`src/rtl/exec_sequencer.sv`:
```
// Multi-cycle execution sequencer: steps one decoded instruction through
// fetch, decode, execute, memory, write-back and PC update.
module exec_sequencer #(
    parameter int MEM_WAIT_MAX = 15,
    parameter int CNT_W        = 4
) (
    input  logic       clk,
    input  logic       rst_n,
    input  logic       start,
    input  logic       ctl_branch,
    input  logic       ctl_mem_read,
    input  logic       ctl_mem_write,
    input  logic       ctl_reg_write,
    input  logic       ctl_reg_branch,
    input  logic       ctl_ra_write,
    input  logic       ctl_is_mult,
    input  logic       branch_taken,
    input  logic       mem_ack,
    output logic       ir_load,
    output logic       mem_req,
    output logic       mem_we,
    output logic       rf_we,
    output logic [1:0] rf_wsel,
    output logic       pc_update,
    output logic [1:0] pc_sel,
    output logic       busy,
    output logic       done,
    output logic       mem_err
);

    typedef enum logic [2:0] {
        S_IDLE, S_FETCH, S_DECODE, S_EXEC, S_MEM, S_WB, S_WB_LO, S_DONE
    } state_t;

    localparam logic [CNT_W-1:0] WAIT_LAST = CNT_W'(MEM_WAIT_MAX - 1);

    state_t           state, next;
    logic [CNT_W-1:0] wait_cnt;
    logic             taken;
    logic             abort;
    logic             in_mem_phase;

    logic       ir_load_d, mem_req_d, mem_we_d, rf_we_d, pc_update_d, busy_d, done_d, mem_err_d;
    logic [1:0] rf_wsel_d, pc_sel_d;

    assign in_mem_phase = (state == S_FETCH) || (state == S_MEM);

    // The wait counter holds cycles already spent without an ack, so the
    // MEM_WAIT_MAX-th silent cycle aborts while an ack in that cycle still wins.
    always_comb begin
        next  = state;
        abort = 1'b0;
        case (state)
            S_IDLE:   if (start) next = S_FETCH;
            S_FETCH, S_MEM: begin
                if (mem_ack) begin
                    next = (state == S_FETCH) ? S_DECODE : S_WB;
                end else if (wait_cnt == WAIT_LAST) begin
                    next  = S_IDLE;
                    abort = 1'b1;
                end
            end
            S_DECODE: next = S_EXEC;
            S_EXEC:   next = (ctl_mem_read || ctl_mem_write) ? S_MEM : S_WB;
            S_WB:     next = ctl_is_mult ? S_WB_LO : S_DONE;
            S_WB_LO:  next = S_DONE;
            S_DONE:   next = S_IDLE;
            default:  next = S_IDLE;
        endcase
    end

    // Moore outputs decoded from the next state and registered below.
    always_comb begin
        ir_load_d   = (next == S_DECODE);
        mem_req_d   = (next == S_FETCH) || (next == S_MEM);
        mem_we_d    = (next == S_MEM) && ctl_mem_write;
        rf_we_d     = 1'b0;
        rf_wsel_d   = 2'b00;
        pc_update_d = (next == S_DONE);
        done_d      = (next == S_DONE);
        pc_sel_d    = 2'b00;
        busy_d      = (next != S_IDLE);
        mem_err_d   = mem_err;
        if (next == S_WB) begin
            rf_we_d   = ctl_reg_write || ctl_ra_write || ctl_is_mult;
            rf_wsel_d = ctl_ra_write ? 2'b01 : (ctl_is_mult ? 2'b10 : 2'b00);
        end else if (next == S_WB_LO) begin
            rf_we_d   = 1'b1;
            rf_wsel_d = 2'b11;
        end
        if (next == S_DONE && taken) pc_sel_d = ctl_reg_branch ? 2'b10 : 2'b01;
        if (state == S_IDLE && start) mem_err_d = 1'b0;
        else if (abort)               mem_err_d = 1'b1;
    end

    always_ff @(posedge clk or negedge rst_n) begin
        if (!rst_n) begin
            state    <= S_IDLE;
            wait_cnt <= '0;
            taken    <= 1'b0;
        end else begin
            state <= next;
            if (state == S_EXEC) taken <= ctl_branch && branch_taken;
            if ((next == S_FETCH || next == S_MEM) && next != state) wait_cnt <= '0;
            else if (in_mem_phase && !mem_ack)                        wait_cnt <= wait_cnt + 1'b1;
        end
    end

    always_ff @(posedge clk or negedge rst_n) begin
        if (!rst_n) begin
            ir_load   <= 1'b0;
            mem_req   <= 1'b0;
            mem_we    <= 1'b0;
            rf_we     <= 1'b0;
            rf_wsel   <= 2'b00;
            pc_update <= 1'b0;
            pc_sel    <= 2'b00;
            busy      <= 1'b0;
            done      <= 1'b0;
            mem_err   <= 1'b0;
        end else begin
            ir_load   <= ir_load_d;
            mem_req   <= mem_req_d;
            mem_we    <= mem_we_d;
            rf_we     <= rf_we_d;
            rf_wsel   <= rf_wsel_d;
            pc_update <= pc_update_d;
            pc_sel    <= pc_sel_d;
            busy      <= busy_d;
            done      <= done_d;
            mem_err   <= mem_err_d;
        end
    end

endmodule

```
`config.mk`:
```
export PLATFORM = sky130hd
export DESIGN_NAME = exec_sequencer
export DESIGN_NICKNAME = d
export VERILOG_FILES = /design/src/rtl/exec_sequencer.sv
export SDC_FILE = /design/constraint.sdc
export NUM_CORES = 1
export LEC_CHECK = 0
export BUFFER_PORTS_ARGS = -buffer_cell sky130_fd_sc_hd__buf_4
export CORE_MARGIN = 2
export CORE_UTILIZATION = 30
export DETAILED_ROUTE_END_ITERATION = 12
export HOLD_SLACK_MARGIN = 0.12
export SLEW_MARGIN = 0
export SYNTH_ARGS = -nofsm -noshare
export SYNTH_HDL_FRONTEND = slang
export SYNTH_SLANG_ARGS = --single-unit
```
`constraint.sdc`:
```
create_clock -name clk -period 1.64 [get_ports clk]
set_input_delay 0.246 -clock clk [delete_from_list [all_inputs] [get_ports clk]]
set_output_delay 0.246 -clock clk [all_outputs]
set_load 0.02 [all_outputs]
```
======== After elaboration in Yosys (flattened, before gate mapping) ========
Cells that the tools add are included.
word-level totals
  bits in registers ....................... 19
  latch bits .............................. 0
  memory bits (writable) .................. 0
  bits in read-only memories .............. 0
  input bits .............................. 12
  output and inout port bits .............. 12
  logic and storage cells ................. 67
  memories kept ........................... 0
operators by class
  add/sub/neg operators ................... 1
  multipliers ............................. 0
  div/mod/pow operators ................... 0
  magnitude comparators ................... 0
  equal/unequal tests ..................... 15
  shifts and indexed selects .............. 0
  multiplexer cells ....................... 22
  bitwise gates (word level) .............. 0
  reductions and logical operators ........ 17
operators with widths
  cell                                                                   number
  3-bit equality test, second input constant                             8
  3-bit one-hot mux with 7 select lines                                  1
  2-bit 2-to-1 mux                                                       6
  3-bit 2-to-1 mux                                                       4
  3-bit by 2-bit equality test with 1-bit output, second input constant  3
  1-bit 2-to-1 mux                                                       9
  4-bit 2-to-1 mux                                                       2
  3-bit by 1-bit equality test with 1-bit output, second input constant  2
  1-bit logical AND                                                      6
  1-bit logical OR                                                       5
  4-bit by 1-bit adder with 4-bit output, second input constant          1
  4-bit equality test, second input constant                             1
  2-bit nonzero test                                                     2
  3-bit zero test                                                        1
  3-bit != test                                                          1
  3-bit nonzero test                                                     1
  2-bit OR reduction                                                     1
  1-bit zero test                                                        1

======== Logic depth before layout (Yosys ltp) ========
Gate-level depths: netlist of the first run.
  depth after elaboration ................. 8
  depth in mapped cells ................... 7
  mapped depth without buffers ............ 7

======== Worst setup path before layout of the first run ========
Ideal clock, no wire load.
  path type ............................... register to register
  start ................................... register wait_cnt[0]
  end ..................................... register busy
  library setup time ...................... 0.124 ns
  arrival ................................. 1.335 ns
  required time ........................... 1.516 ns
  path slack .............................. 0.181 ns
  stages on the path, launching flop included .. 7
  buffers on the path ..................... 0
  clock period less this slack ............ 1.459 ns
  path through ............................ dfrtp_1 -> inv_1 -> ha_1 -> and4b_4 -> a211oi_4 -> or2_1 -> or2_1
on the way
  cells in the longest elaborated chain, start to end .. 5
ends and longest elaborated chain
  item                                   line  text
  start: declaration                     38    logic [CNT_W-1:0] wait_cnt;
  start signal: assignment               105   else if (in_mem_phase && !mem_ack) wait_cnt <= wait_cnt + 1'b1;
  4-bit equality test                    58    end else if (wait_cnt == WAIT_LAST) begin
  3-bit 2-to-1 mux                       58
  3-bit 2-to-1 mux                       56    if (mem_ack) begin
  3-bit one-hot mux with 7 select lines  53    case (state)
  via next[2]                            37    state_t state, next;
  3-bit nonzero test                     82    busy_d = (next != S_IDLE);
  via busy_d                             43    logic ir_load_d, mem_req_d, mem_we_d, rf_we_d, pc_update_d, busy_d, done_d, mem_err_d;
  end signal: assignment                 129   busy <= busy_d;
  end: declaration                       26    output logic busy,
The timed path passes the listed nets, and every way through them passes these cells.
A chain may end at the register's enable or synchronous reset.

======== Final worst setup path of the first run ========
  start ................................... register wait_cnt[0]
  end ..................................... register rf_we
on the way
  cells in the longest elaborated chain, start to end .. 7
  elaborated cells on any way between the ends .. 8
  classes of those cells .................. eq/ne (3); mux (5)
ends and longest elaborated chain
  item                                       line  text
  4-bit equality test (*)                    58
  3-bit 2-to-1 mux (*)                       58
  3-bit 2-to-1 mux (*)                       56
  3-bit one-hot mux with 7 select lines (*)  53
  via next[2]                                37
  3-bit equality test                        87    end else if (next == S_WB_LO) begin
  1-bit 2-to-1 mux                           87
  1-bit 2-to-1 mux (*)                       84    if (next == S_WB) begin
  via rf_we_d                                43
  end signal: assignment                     125   rf_we <= rf_we_d;
  end: declaration                           22    output logic rf_we,
Mark *: on every way through the listed nets, which the timed path passes. The rest lies on a longest branch.

==> results of run 1 <==
power groups by stage:
stage | clock [uW] | sequential, uW | combinational, uW
floorplan | 0 | 789 | 784
global placement | 0 | 766 | 1050
detailed placement | 0 | 775 | 1070
CTS | 247 | 768 | 1070
global route | 273 | 812 | 1190
finish | 236 | 778 | 1070
stage by stage:
step | utilization | std cells | setup TNS, ns
6_report | 0.402 | 158 | 0
5_1_grt | 0.402 | 158 | -0.102
4_1_cts | 0.398 | 158 | 0
3_5_place_dp | 0.385 | 153 | -0.0251
3_3_place_gp | 0.385 | 153 | 0
2_1_floorplan | - | 87 | 0
cell families (layout without fill, tap and decap cells):
family / count (synthesis) / in the layout / share of synthesized area
compound gates: 17 / 17 / 0.142
xor+xnor: 4 / 4 / 0.0435
fa+ha+maj: 2 / 2 / 0.0256
buf+inv: 8 / 35 / 0.0576
flops: 19 / 19 / 0.487
mux: 1 / 1 / 0.0102
simple gates: 36 / 36 / 0.234
cell usage after synthesis:
cell type	n	area, um2
ha_1	2	25.0
a31oi_1	1	6.26
or2_0	1	6.26
and3_1	2	12.5
nand3b_1	1	7.51
nor3b_2	1	12.5
inv_1	3	11.3
dfrtp_1	19	475
o31ai_1	2	15.0
nor2b_1	2	12.5
xor2_1	2	17.5
nand2_1	5	18.8
xor2_2	1	16.3
o41ai_2	1	16.3
o32a_1	1	10.0
o21ai_0	3	15.0
a21o_1	1	7.51
a32oi_1	1	8.76
and4b_4	1	13.8
nand2b_1	2	12.5
or2_1	2	12.5
buf_6	3	33.8
inv_2	1	3.75
a211oi_4	1	20.0
nand3b_4	1	20.0
xnor2_1	1	8.76
nor2_1	7	26.3
buf_4	1	7.51
o21bai_1	1	7.51
mux2i_1	1	10.0
nor3b_1	1	7.51
and3_4	2	22.5
o31ai_2	1	12.5
and3b_1	1	8.76
a21oi_1	4	20.0
nand3_1	5	25.0
nor3_1	2	10.0
critical path: stages, from the launching register on:
cell and delay (ns):
dfrtp_1 0.39, inv_2 0.05, ha_1 0.20, and4b_4 0.19, a211oi_4 0.27, nand3b_4 0.15
o31ai_2 0.24
layout make-up:
class,instances,area (um2)
sequential,19,478
multi-input combinational,60,455
timing repair buffer,27,205
inverter,4,15.0
tap,44,55.1
clock inverter,1,5.00
clock buffer,3,22.5
fill,325,1840
what timing repair did:
action / 4_1_cts / 5_1_grt
pin swaps: 0 / 2
hold buffers: 1 / 0
endpoints found under the hold margin: 19 / 0
endpoints found under the setup margin: 1 / 6
resized for setup: 1 / 4
worst max-delay path by stage:
stage                     cells past startpoint          to  slack [ns]
after floorplan                               6        busy        0.18
after global placement                        5        busy        0.04
after detailed placement                      5        busy       -0.03
after CTS                                     5        busy        0.04
after global routing                          6  rf_wsel[1]       -0.06
final                                         6       rf_we        0.07
per-layer routing:
layer,share of wire,vias up,track usage
li1,-,356,-
met1,0.47,338,0.162
met2,0.46,20,0.185
met3,0.052,5,0.0378
met4,0.020,0,0.0559
met5,0,-,0
flip-flops by register name (all words and copies together), names as in the netlist, 2 cells and up:
name and cells:
wait_cnt 4, rf_wsel 2, state 3, pc_sel 2
==> reports/metrics.cfg, run 1 <==
[grt]
grt_start_max_net_pins=20
overflow=0
antenna_found_initial=0
grt_first_pass_wirelength_mm=3.29
gr-usage-all-layers=0.123
grt_pass1_vias=711

[power_and_ir_drop]
irDropWorstVdd_mv=0.692
powerDensity_nw_per_um2=1690
seqPwrFrac=0.373
power_switching_uw=888
p_int_uw=1200
combPwrFrac=0.514
clkPwrFrac=0.113
power_uw=2090
leakage_uw=0.000588
p_sw_frac=0.425

[sta]
relSlewSlack=0.773
tightest_slew_ns=0.337
fin_crit_sh=0.956
setup_violations=0
skew_ns=0.0139
worst_slack_ns=0.0717
finalHoldViolCount=0
rsz0062_at_grt=yes
maxSlewViolCount=0
whs_ns=0.129
fmaxAchievable_mhz=638
period_minus_slack_ns=1.57

[cells_and_area]
final_cell_mix=26 x buf_4, 17 x dfrtp_1, 7 x nor2_1
drive_above_1_share=0.395
num_antenna_cells=0
fin_area_um2=1240
final_nets=129
layout_commonest_cell=buf_4
syn_to_final_growth_pct=26.5

[setup_path]
rr_worst_depth=6
critPathLaunch=wait_cnt[0]
critPathLaunchType=flip-flop
crit_type=reg -> reg
r2r_slack_ns=0.07
regToRegStartpoint=wait_cnt[0]
required_ns=1.86
cp_max_fo=5
regToRegEndpoint=rf_we
critPathCaptureType=flip-flop
cp.arrival_ns=1.79

[place]
dpl_worst_slack_ns=-0.0251
dpl_cell_area_um2=1190
port-buffer-count=23
gp_congestion=0.724
dp_hpwl_mm=1.48

[floorplanning]
die_area_um2=3730
core_um2=3080
std_cell_rows=20
io_pins=24
start_util=0.317
chipWidth_um=61.1
die_h_um=61.1

[yosys]
synth_cell_types=37
syn-instance-count=87
ys.warnings.count=0
ys_seq_area_frac=0.487
syn_area_per_cell_um2=11.2
syn-cell-area_um2=977
synth_nets=101
ys_ff_latch=19

[min_path]
hp-class=in -> reg
hp-start=ctl_ra_write
whs_endpoint=rf_wsel[1]
hold_depth=2

[cts]
cts_buffers=3
cts.sinks=19
post-cts-setup-buffers=0
clk_latency_ns=0.30
root_buffer=clkbuf_4
clk_path_buf_depth=2
cts.reportedPaths.clkPinSlew_ns=0.11
cts-htree-levels=1
cts_tree=done

[outcome]
status=complete, no violations

[detailed_routing]
via_per_inst=4.55
wl_mm=1.90
route.detailed.drc=0
drt_pass1_iterations=4
ant_nets=0
vias=719
drtIter0Drc=33
routedWlPerCell_um=12.0

[flow_run]
cap_violations=0

(Power assumes the default switching activity.)
==> run 2, diff against run 1 <==
--- a/config.mk
+++ b/config.mk
@@ -10,6 +10,7 @@
 export CORE_UTILIZATION = 30
 export DETAILED_ROUTE_END_ITERATION = 12
 export HOLD_SLACK_MARGIN = 0.12
+export RECOVER_POWER = 100
 export SLEW_MARGIN = 0
 export SYNTH_ARGS = -nofsm -noshare
 export SYNTH_HDL_FRONTEND = slang
==> reports/metrics.cfg, run 2 (synthesis gave the netlist of run 1 again) <==
[outcome]
status=complete, no violations

[setup_path]
critPathCaptureType=flip-flop
cp_max_fo=5
critPathLaunchType=flip-flop
critical_path.max_stage_delay_ns=0.39
regToRegStartpoint=wait_cnt[0]
critPathLaunch=wait_cnt[0]
required_ns=1.86
crit_slowest_cell=dfrtp_1
r2r_slack_ns=0.07
rr_worst_depth=6
worstPathCellList=inv_2 -> ha_1 -> and4b_4 -> a211oi_4 -> nand3b_4 -> o31ai_2
regToRegEndpoint=rf_we
cp.arrival_ns=1.79
crit_type=reg -> reg

[place]
port-buffer-count=23
dpl_worst_slack_ns=-0.0251
dp_hpwl_mm=1.48
dpl_cell_area_um2=1190
gp_congestion=0.724
place_inst=153

[detailed_routing]
ant_nets=0
via_per_inst=4.54
routedWlPerCell_um=12.0
route.detailed.drc=0
drtIter0Drc=33
drt_pass1_iterations=4
wl_mm=1.90
vias=718

[cts]
cts.sinks=19
clk_latency_ns=0.30
cts-htree-levels=1
clk_path_buf_depth=2
cts.reportedPaths.clkPinSlew_ns=0.11
post-cts-setup-buffers=0
root_buffer=clkbuf_4
cts_tree=done
cts_buffers=3

[sta]
period_minus_slack_ns=1.57
tightest_slew_ns=1.02
skew_ns=0.0139
relSlewSlack=0.318
rsz0062_at_grt=yes
maxSlewViolCount=0
setup_violations=0
worst_slack_ns=0.0717
fin_crit_sh=0.956
fmaxAchievable_mhz=638
finalHoldViolCount=0

[power_and_ir_drop]
irDropWorstVdd_mv=0.692
power_uw=2090
powerDensity_nw_per_um2=1690
leakage_uw=0.000584

[cells_and_area]
regArea_um2=478
biggestRegsByFlops=wait_cnt (4), state (3)
fin_util=0.400
n_fill_cell=324
drive_above_1_share=0.386
final_cell_mix=25 x buf_4, 17 x dfrtp_1, 7 x nor2_1
fin_area_um2=1230
final_nets=129
finalNonFillerCells=158
largest_reg_flops=4
syn_to_final_growth_pct=26.1
num_antenna_cells=0
multiInputGateArea_um2=455
layout_commonest_cell=buf_4
largest-register=wait_cnt

[floorplanning]
chipWidth_um=61.1
std_cell_rows=20
start_util=0.317
core_um2=3080
die_area_um2=3730
io_pins=24
die_h_um=61.1

[min_path]
whs_endpoint=rf_wsel[1]
hp-start=ctl_ra_write
hold_depth=2
hp-class=in -> reg

[grt]
grt_first_pass_wirelength_mm=3.29
antenna_found_initial=0
gr-usage-all-layers=0.123
grt_start_max_net_pins=20
grt_pass1_vias=711
overflow=0

[flow_run]
cap_violations=0

run 2: worst max-delay path by stage:
stage,end,slack (ns),cells after the start
2_1_floorplan,busy,0.18,6
3_3_place_gp,busy,0.04,5
3_5_place_dp,busy,-0.03,5
4_1_cts,busy,0.04,5
5_1_grt,rf_wsel[1],-0.06,6
6_report,rf_we,0.07,6
run 2: what timing repair did:
action                                  CTS  global route
hold buffers                              1             0
endpoints found under the setup margin    1             6
pin swaps                                 0             2
endpoints found under the hold margin    19             0
gates resized for setup                   1             4
run 2: stage by stage:
stage | hold WS [ns] | setup TNS [ns]
global placement | 0.131 | 0
global route | 0.122 | -0.102
CTS | 0.121 | 0
finish | 0.129 | 0
floorplan | -0.0496 | 0
detailed placement | 0.135 | -0.0251
run 2: layer usage:
| layer | share of wire | wire [um] | GRT usage |
|---|---|---|---|
| met1 | 0.47 | 887 | 0.162 |
| met2 | 0.46 | 875 | 0.185 |
| met3 | 0.052 | 98 | 0.0378 |
| met4 | 0.020 | 38 | 0.0559 |
| met5 | 0 | 0 | 0 |
run 2: cell type report:
type / count / share of cell area
clock inverter: 1 / 0.00406
sequential: 19 / 0.388
tap: 44 / 0.0447
multi-input combinational: 60 / 0.370
inverter: 4 / 0.0122
timing repair buffer: 27 / 0.163
clock buffer: 3 / 0.0183
run 2: where the power goes:
group	internal (uW)	switching, uW
sequential	623	155
clock	91.0	145
combinational	485	588
run 2: critical path: cells and delay by family, from the launching register on:
| family | cells | cell delay [ns] |
|---|---|---|
| DFF | 1 | 0.39 |
| and+or+nand+nor | 2 | 0.34 |
| buffers and inverters | 1 | 0.05 |
| AOI/OAI and AO/OA | 2 | 0.51 |
| adders and majority gates | 1 | 0.20 |
